--- config.mk ---
export PLATFORM = sky130hd
export DESIGN_NAME = ifetch_sequencer
export DESIGN_NICKNAME = d
export VERILOG_FILES = /design/src/rtl/ifetch_sequencer.sv
export SDC_FILE = /design/constraint.sdc
export NUM_CORES = 1
export LEC_CHECK = 0
export CORE_MARGIN = 3
export CORE_UTILIZATION = 40
export DETAILED_ROUTE_END_ITERATION = 12
export PLACE_DENSITY = 0.78
export SLEW_MARGIN = 20
export SYNTH_ARGS = -nofsm -noshare
export SYNTH_HDL_FRONTEND = slang
export SYNTH_SLANG_ARGS = --single-unit
--- constraint.sdc ---
create_clock -name clk -period 2.1 [get_ports clk]
set_input_delay 0.42 -clock clk [delete_from_list [all_inputs] [get_ports clk]]
set_output_delay 0.42 -clock clk [all_outputs]
set_load 0.005 [all_outputs]
--- src/rtl/ifetch_sequencer.sv ---
// ---------------------------------------------------------------------------
// ifetch_sequencer
//
// Instruction-fetch sequencer for the RV32E core. Owns the program counter,
// addresses a combinational program ROM (read data returns in the same
// cycle) and registers each fetched word together with its PC into a
// one-entry output stage guarded by a valid/ready handshake. Execute can
// redirect the PC; a redirect always flushes the output stage. A misaligned
// redirect target puts the sequencer into a sticky FAULT state that only
// reset leaves.
//
// Optional feature macro: FETCH_BOUNDS_EN
//   defined   : fetching at pc >= ROM_WORDS*4 enters FAULT (out_pc = pc)
//   undefined : such fetches deliver NOP_WORD instead of rom_data and carry
//               on normally
//
// Parameters
//   RESET_PC   PC loaded at reset (word-aligned)
//   ROM_WORDS  number of 32-bit ROM words
//   NOP_WORD   out_instr value at reset and on fault
//
// Ports
//   clk             in   system clock, rising edge
//   rst_n           in   synchronous active-low reset
//   rom_addr        out  byte address to ROM, always equal to pc
//   rom_data        in   ROM read data for rom_addr, same cycle
//   redirect_valid  in   execute requests a PC change this cycle
//   redirect_pc     in   redirect target byte address
//   out_valid       out  output stage holds a fetched instruction
//   out_ready       in   decode accepts when out_valid && out_ready
//   out_instr       out  fetched instruction word
//   out_pc          out  byte address of out_instr
//   fault           out  sticky fetch fault, fetch halted until reset
// ---------------------------------------------------------------------------
module ifetch_sequencer #(
    parameter logic [31:0] RESET_PC  = 32'h0000_0000,
    parameter int unsigned ROM_WORDS = 513,
    parameter logic [31:0] NOP_WORD  = 32'h0000_0013
) (
    input  logic        clk,
    input  logic        rst_n,
    output logic [31:0] rom_addr,
    input  logic [31:0] rom_data,
    input  logic        redirect_valid,
    input  logic [31:0] redirect_pc,
    output logic        out_valid,
    input  logic        out_ready,
    output logic [31:0] out_instr,
    output logic [31:0] out_pc,
    output logic        fault
);

    localparam logic [31:0] ROM_BYTES = 32'(ROM_WORDS * 4);

    typedef enum logic {
        FETCH = 1'b0,
        FAULT = 1'b1
    } state_t;

    state_t      state;
    state_t      state_next;
    logic [31:0] pc;
    logic [31:0] pc_next;
    logic        valid_next;
    logic [31:0] instr_next;
    logic [31:0] opc_next;

    logic        load;
    logic        beyond_rom;
    logic        misaligned;

    assign rom_addr   = pc;
    assign fault      = (state == FAULT);

    // The output stage can take a new word when it is empty or being drained.
    assign load       = !out_valid || out_ready;
    assign beyond_rom = (pc >= ROM_BYTES);
    assign misaligned = (redirect_pc[1:0] != 2'b00);

    always_ff @(posedge clk) begin
        if (!rst_n) begin
            state     <= FETCH;
            pc        <= RESET_PC;
            out_valid <= 1'b0;
            out_instr <= NOP_WORD;
            out_pc    <= RESET_PC;
        end else begin
            state     <= state_next;
            pc        <= pc_next;
            out_valid <= valid_next;
            out_instr <= instr_next;
            out_pc    <= opc_next;
        end
    end

    always_comb begin
        state_next = state;
        pc_next    = pc;
        valid_next = out_valid;
        instr_next = out_instr;
        opc_next   = out_pc;

        case (state)
            FETCH: begin
                if (redirect_valid) begin
                    // Redirect wins over a load and flushes the stage even
                    // when decode is accepting this cycle.
                    valid_next = 1'b0;
                    if (misaligned) begin
                        state_next = FAULT;
                        instr_next = NOP_WORD;
                        opc_next   = redirect_pc;
                    end else begin
                        pc_next = redirect_pc;
                    end
                end else if (load) begin
`ifdef FETCH_BOUNDS_EN
                    if (beyond_rom) begin
                        state_next = FAULT;
                        valid_next = 1'b0;
                        instr_next = NOP_WORD;
                        opc_next   = pc;
                    end else begin
                        valid_next = 1'b1;
                        instr_next = rom_data;
                        opc_next   = pc;
                        pc_next    = pc + 32'd4;
                    end
`else
                    // Out-of-range fetches read as NOP rather than whatever
                    // the ROM returns past its end.
                    valid_next = 1'b1;
                    instr_next = beyond_rom ? NOP_WORD : rom_data;
                    opc_next   = pc;
                    pc_next    = pc + 32'd4;
`endif
                end
            end
            FAULT: begin
                // Frozen: pc and output stage hold, nothing is offered.
                valid_next = 1'b0;
            end
            default: begin
                state_next = FETCH;
            end
        endcase
    end

endmodule

After elaboration in Yosys (flattened, before gate mapping)
Index checks and enable logic that the tools add are counted.
Widths: inputs -> output; s select.
Storage, ports and cells
  bits in registers: 98
  bits of input ports: 68
  output and inout port bits: 98
  logic and storage cells: 33
Cells by class
  add/sub/neg operators: 1
  magnitude comparators: 1
  equal/unequal tests: 3
  multiplexer cells: 16
  bitwise operators: 1
  reduce and logical (&&, ||, !) cells: 6
Operators with widths (number)
  $mux 32: 10
  $add 32x3->32 const B: 1
  $ge 32x12->1 const B: 1
  $reduce_and 3->1: 2
  $mux 1: 5
  $reduce_bool 2->1: 2
  $ne 3x3->1 const B: 1
  $ne 2x1->1 const B: 1
  $ne 2x2->1 const B: 1
  $pmux 1 s2: 1
  $logic_not 1->1: 1
  $logic_or 1x1->1: 1
  $not 1->1: 1

Longest topological paths before layout
  depth after elaboration: 5
  depth in mapped cells: 9
  mapped depth without buffers: 7

Worst setup path after synthesis
Ideal clock, no wire load.
  path kind: register -> register
  from: reg pc[2], in the netlist rom_addr[2]
  to: reg pc[24], in the netlist rom_addr[24]
  library setup time: 0.083 ns
  data arrival time: 1.876 ns
  required time: 2.017 ns
  setup slack: 0.142 ns
  cell stages (with the launch flop): 9
  path buffers: 2
  clock period less this slack: 1.958 ns
  path through: dfxtp_1 ha_1 and3_1 clkbuf_1 and4_1 clkbuf_1 nand2_1 o31a_1 o221ai_1
On the way
  word-level cells in the longest chain between the ends: 3
RTL lines
  from (decl): RTL line 62  | logic [31:0] pc;
  from (signal assigned): RTL line 89  | pc <= pc_next;
  $add 32x3->32: RTL line 135  | pc_next = pc + 32'd4;
  $mux 32: RTL line 116  | end else if (load) begin
  $mux 32: RTL line 105  | if (redirect_valid) begin
No other way between the ends. The select of a mux whose other input is x is not followed.
A chain may end at the register's enable or synchronous reset.

Final worst setup path
  from: reg pc[2], in the netlist rom_addr[2]
  to: reg pc[17], in the netlist rom_addr[17]
The elaborated chain is that of the path after synthesis.

==> impl_metrics.toml <==
[critical_path]
cpPeakStageDelay_ns = 0.71
crit_chain = "nand3_1 -> or4_1 -> buf_4 -> nor3_1 -> a21oi_1 -> o22ai_1"
ff2ff_path_depth = 6
cp.required_ns = 2.36
ff2ff_setup_slack_ns = 0.13
reg2reg_to = "rom_addr[17]$_SDFFE_PN0P_"
worstSetupPathType = "flip-flop to flip-flop"
cp-start-kind = "flip-flop"
slowest_stage = "or4_1"
r2r-start = "rom_addr[2]$_SDFFE_PN0P_"
path_max_fanout = 8
cp-end-kind = "flip-flop"
cp_data_arrival_time_ns = 2.22

[place]
pre_cts_slack_ns = -0.281
gp_congestion = 0.892
placed_cell_area_um2 = 6680
hpwl_um = 11600
portBuffers = 165

[logic_synthesis]
ys.flop_type = "dfxtp_1"
yosysMostFrequentCell = "dfxtp_1"
async_flop_share_pct = 0
synth_fa_ha_area_share_pct = 0.815
ys.warnings.count = 0
synthesis.nets = 646
synth_area_leaders = "dfxtp_1, o21ai_0, nand3_1"
synthSimpleGateAreaFrac_pct = 25.7
synth_commonest_cells = "dfxtp_1, nor2_1, nand2_1"
synth-edff-count = 0
seq_area_frac_synth_pct = 42.6
syn_inst = 575
avgSynthCellArea_um2 = 8.01
ys_seq_elements = 98
synth_top_family_by_area = "simple AND/OR/NAND/NOR gates"
synth_top_cell_by_area = "dfxtp_1"
synth_top_area_share_pct = 42.6
synth_compound_area_share_pct = 22.9
synth.distinct_cells = 53
synth.area.mux_share_pct = 2.61
syn_area_um2 = 4610
yosys.area_share.xor_xnor_pct = 0

[sta]
fin_crit_ns = 1.97
slew_viol_final = 0
setup_ws_ns = 0.133
period_share_pct = 93.7
whs_ns = 0.434
finalSetupTns_ns = 0
fmax_mhz = 508
hold_viol_final = 0
rsz0062_at_grt = "false"
tightest_slew_ns = 0.791
slew_headroom_pct = 47.1
skew_ns = 0.00914
setup_viol = 0

[route]
wire_per_inst_um = 17.9
ant_nets = 0
vias = 5238
drcViolationCount = 0
wl_um = 16000
dr.pass1.iters = 7
drtIter0Drc = 629
vias_per_cell = 5.88

[hold_path]
min_path_type = "primary input to flip-flop"
min_delay_path_depth = 3
holdPathEnd = "fault$_SDFF_PN0_"
hp-start = "redirect_valid"

[grt]
grt_pass1_vias = 4948
use_met1_pct = 30.8
grt_busiest_layer = "met2"
grt_max_degree = 59
grt_pass1_wl_um = 25100
grt.total_usage_pct = 24.0
use_met3_pct = 4.06
met2_usage_pct = 39.8
antenna_found_initial = 0
gr-total-overflow = 0

[clocking]
cts_buffers = 9
root_buffer = "clkbuf_16"
ctsHoldBuffers = 0
clk_pin_slew_ns = 0.07
cts_sinks = 98
clkLatencyLatePin_ns = 0.35
cts_max_level = 3
clock_path_buffers = 2
cts_tree = "done"

[power_and_ir_drop]
leakagePower_nw = 2.61
ir_drop_v = 0.000362
power_density_nw_per_um2 = 664

[finish]
n_fill_cell = 931
antenna_cells = 0
fin_nets = 818
drive_above_1_share_pct = 11.2
area_growth_pct = 51.7
design_area_um2 = 6990

[flow_run]
cap_violations = 0

[run_status]
status = "finished, final reports clean"

[floorplan]
io_pins = 166
fp.dieW_um = 113
core_area_um2 = 11000
die_h_um = 113
start_util_pct = 41.8
die_area_um2 = 12800
rows = 38
## worst max-delay path: cells and delay by family, from the launching register on
family | cells | cell delay (ns)
simple gates | 3 | 0.95
buf+inv | 1 | 0.24
flops | 1 | 0.43
compound gates | 2 | 0.26
## worst max-delay path by stage
stage | from | end | slack, ns | cells past startpoint
after detailed placement | redirect_pc[1] | out_pc[4]$_SDFFE_PN0P_ | -0.28 | 5
after global placement | redirect_pc[1] | out_pc[3]$_SDFFE_PN0P_ | -0.21 | 5
final | rom_addr[2]$_SDFFE_PN0P_ | rom_addr[17]$_SDFFE_PN0P_ | 0.13 | 6
after CTS | rom_addr[2]$_SDFFE_PN0P_ | rom_addr[23]$_SDFFE_PN0P_ | 0.05 | 5
after global routing | rom_addr[2]$_SDFFE_PN0P_ | rom_addr[23]$_SDFFE_PN0P_ | 0.06 | 5
after floorplan | rom_addr[2]$_SDFFE_PN0P_ | rom_addr[24]$_SDFFE_PN0P_ | 0.14 | 8
## cell families after synthesis
logic type	after synthesis
simple gates	246
compound gates	153
flops	98
buf+inv	63
mux	12
fa+ha+maj	3
## cell type report
class | instances | area (um2) | area share, %
Sequential cell | 98 | 1960 | 28.1
Timing Repair Buffer | 217 | 2110 | 30.1
Multi-Input combinational cell | 414 | 2420 | 34.7
Clock buffer | 10 | 239 | 3.42
Clock inverter | 5 | 55.1 | 0.788
Tap cell | 140 | 175 | 2.51
Inverter | 7 | 26.3 | 0.376
## per-layer routing
metal / routed length, um / share of wire [%]
met5: 0 / 0
met4: 417 / 2.6
met3: 1190 / 7.4
met2: 7700 / 48
met1: 6660 / 42
## cell usage in the layout (no fill, tap or decap), drive strengths merged, types with 3 or more instances in the layout
cell and n:
buf 54, o31a 4, a211oi 9, mux2i 12, inv 7, nand2 63
a31oi 3, clkbuf 10, a222oi 20, nand4 12, o22ai 5, o211ai 3
ha 3, or3 5, clkdlybuf4s50 163, a21oi 25, nor3 16, a22oi 4
nand3 49, a311oi 5, nor2 65, nor4 11, dfxtp 98, nor3b 3
a21o 4, o21ai 50, o31ai 6, and3 12
## state kept, by name (all words and copies together), names as in the netlist
signal,count
out_instr,32
out_pc,32
rom_addr,32
fault,1
out_valid,1
## through the flow
step                power, mW  utilization [%]  cells
floorplan                2.47                -    575
global placement         2.99             60.6    876
detailed placement       3.02             60.6    876
CTS                      4.65             63.2    891
global route             4.83             63.4    891
finish                   4.64             63.4    891
## repair_timing
item,in CTS,in global routing
setup endpoints to repair,0,42
resized for setup,0,4
setup buffers,0,0
## power breakdown
group          internal [mW]  leakage, nW  switching, mW
combinational          0.505         1.67          0.450
clock                  0.945        0.140          0.699
sequential              1.96        0.800         0.0814
total                   3.41         2.61           1.23
(Power assumes the default switching activity.)
==> variant, RTL diff (same flow settings) <==
The option `FETCH_BOUNDS_EN` is turned on by a define.
--- a/src/rtl/ifetch_sequencer.sv
+++ b/src/rtl/ifetch_sequencer.sv
@@ -34,2 +34,4 @@
 // ---------------------------------------------------------------------------
+`define FETCH_BOUNDS_EN
+
 module ifetch_sequencer #(
Check against the original RTL: not equivalent (a bounded check fails within 4 cycles, from zero or initial values and one cycle with rst_n low).
==> variant against the unedited design <==
  * Synthesized area decreased by 5.0%
  * Cell area down 1.5%
  * Wire length shrank 7.4%
  * Sequential cell count unchanged
  * Synthesized cell count decreased by 11%
  * Count of clock-buffer cells in the layout is 1 higher
  * Worst setup slack lost 0.12 ns
  * Die area decreased by 4.7%
  * Sequential share of layout area increased by 0.43 points
Power is not compared: it rests on default switching activity, and its combinational part moved more than twofold at a synthesized area within 25%.
==> variant: results <==
cells_and_area:
  fin_nets: 763
  fillers: 871
  drive_above_1_share: 0.158
logic_synthesis:
  synth.yosys.seq_area_share: 0.448
  syn_avg_cell_area_um2: 8.55
  syn_nets: 583
  ys_types: 52
  synth_area_leaders: "dfxtp_1 45%, a21oi_1 5.8%, nand2_1 5.3%"
  ys_top_cells_by_count: "98 x dfxtp_1, 62 x nand2_1, 51 x a21oi_1, 41 x nand3_1, 36 x nor2_1"
drt:
  route.met2.wl_mm: 7.33
  met1_length_mm: 6.21
  wl_per_cell_um: 17.8
  first_pass_iters: 5
  vias: 4755
  drt_iter0_markers: 295
  dr_wl_met3_um: 892
clock_tree:
  clk_latency_ns: 0.37
  cts.reportedPaths.clkPinSlew_ns: 0.10
outcome:
  status: "finished clean"
critical_path:
  crit_arrival_ns: 2.34
  crit_fanout: 5
  cpPeakStageDelay_ns: 0.43
  r2r_slack_ns: 0.02
  cp_slowest_cell: "a311o_2"
global_route:
  grt_pass1_wl_mm: 23.4
  grt_pass1_vias: 4717
  grt_max_degree: 47
  grtUsageTotal: 0.227
hold_path:
  hold_path.class: "flop to flop"
place:
  placedCellCount: 809
  routabilityCongestion: 0.880
sta:
  relSlewSlack: 0.683
  fin_skew_ns: 0.0176
==> variant: cell types whose count changed after synthesis, moves of 5 or more <==
cell,change
a211oi_1,+11
a21oi_1,+26
a222oi_1,-20
and3_1,-10
clkbuf_1,-17
mux2i_1,+8
nand3_1,-8
nor2_1,-28
nor3_1,-9
o21ai_0,-28
o21ai_1,+5
o22ai_1,-5
==> variant: final cells by class <==
| cell class | instances | area share |
|---|---|---|
| Clock buffer | 11 | 0.0191 |
| Timing Repair Buffer | 216 | 0.315 |
| Clock inverter | 5 | 0.0125 |
| Multi-Input combinational cell | 359 | 0.339 |
| Sequential cell | 98 | 0.285 |
| Tap cell | 136 | 0.0247 |
| Inverter | 8 | 0.00436 |
==> variant: final timing paths <==
path / start / endpoint / depth (start not counted)
worst min register to register: out_instr[11] / out_instr[11] / 2
worst max register to register: rom_addr[3] / rom_addr[10] / 8
worst min-delay path: out_instr[11] / out_instr[11] / 2
worst max-delay path: rom_addr[3] / rom_addr[10] / 8
==> variant: stage by stage <==
| stage | util | setup WS [ns] | cell area (um^2) | hold slack, ns |
|---|---|---|---|---|
| floorplan | - | 0.0192 | 4380 | 0.448 |
| global placement | 0.609 | 0.00528 | 6380 | 0.440 |
| detailed placement | 0.609 | -0.0950 | 6380 | 0.445 |
| CTS | 0.637 | -0.0267 | 6670 | 0.460 |
| global route | 0.658 | -0.0902 | 6890 | 0.471 |
| finish | 0.658 | 0.0171 | 6890 | 0.456 |
==> variant: report_power, final <==
part	leakage, nW	switching, W	internal [W]
Combinational	1.57	0.00156	0.00167
Clock	0.108	0.000670	0.000682
Sequential	0.801	0.000233	0.00218
Total	2.48	0.00246	0.00453
==> variant: worst min-delay path: cells and delay by family, from the launching register on <==
kind               cells  cell delay [ns]
and+or+nand+nor        1             0.05
AOI/OAI and AO/OA      1             0.05
DFF                    1             0.32
==> variant: cells by family (layout without fill, tap and decap cells) <==
| kind of cell | count (synthesis) | after routing | synth area share |
|---|---|---|---|
| AOI/OAI and AO/OA | 148 | 148 | 0.231 |
| adders and majority gates | 3 | 3 | 0.00857 |
| buffers and inverters | 55 | 240 | 0.0574 |
| DFF | 98 | 98 | 0.448 |
| muxes | 20 | 20 | 0.0457 |
| and+or+nand+nor | 188 | 188 | 0.209 |
==> variant: timing repair <==
action | CTS | global route
gates resized for setup | 6 | 47
buffers inserted | 4 | 1
cloned | 1 | 2
setup endpoints to repair | 51 | 64
hold endpoints to repair | 0 | 0
pin swaps | 3 | 50
==> variant: per-layer routing <==
metal | up-vias | GRT usage
met1 | 2286 | 0.290
met4 | 0 | 0.0813
met3 | 27 | 0.0384
met2 | 205 | 0.386
met5 | - | 0
li1 | 2237 | -
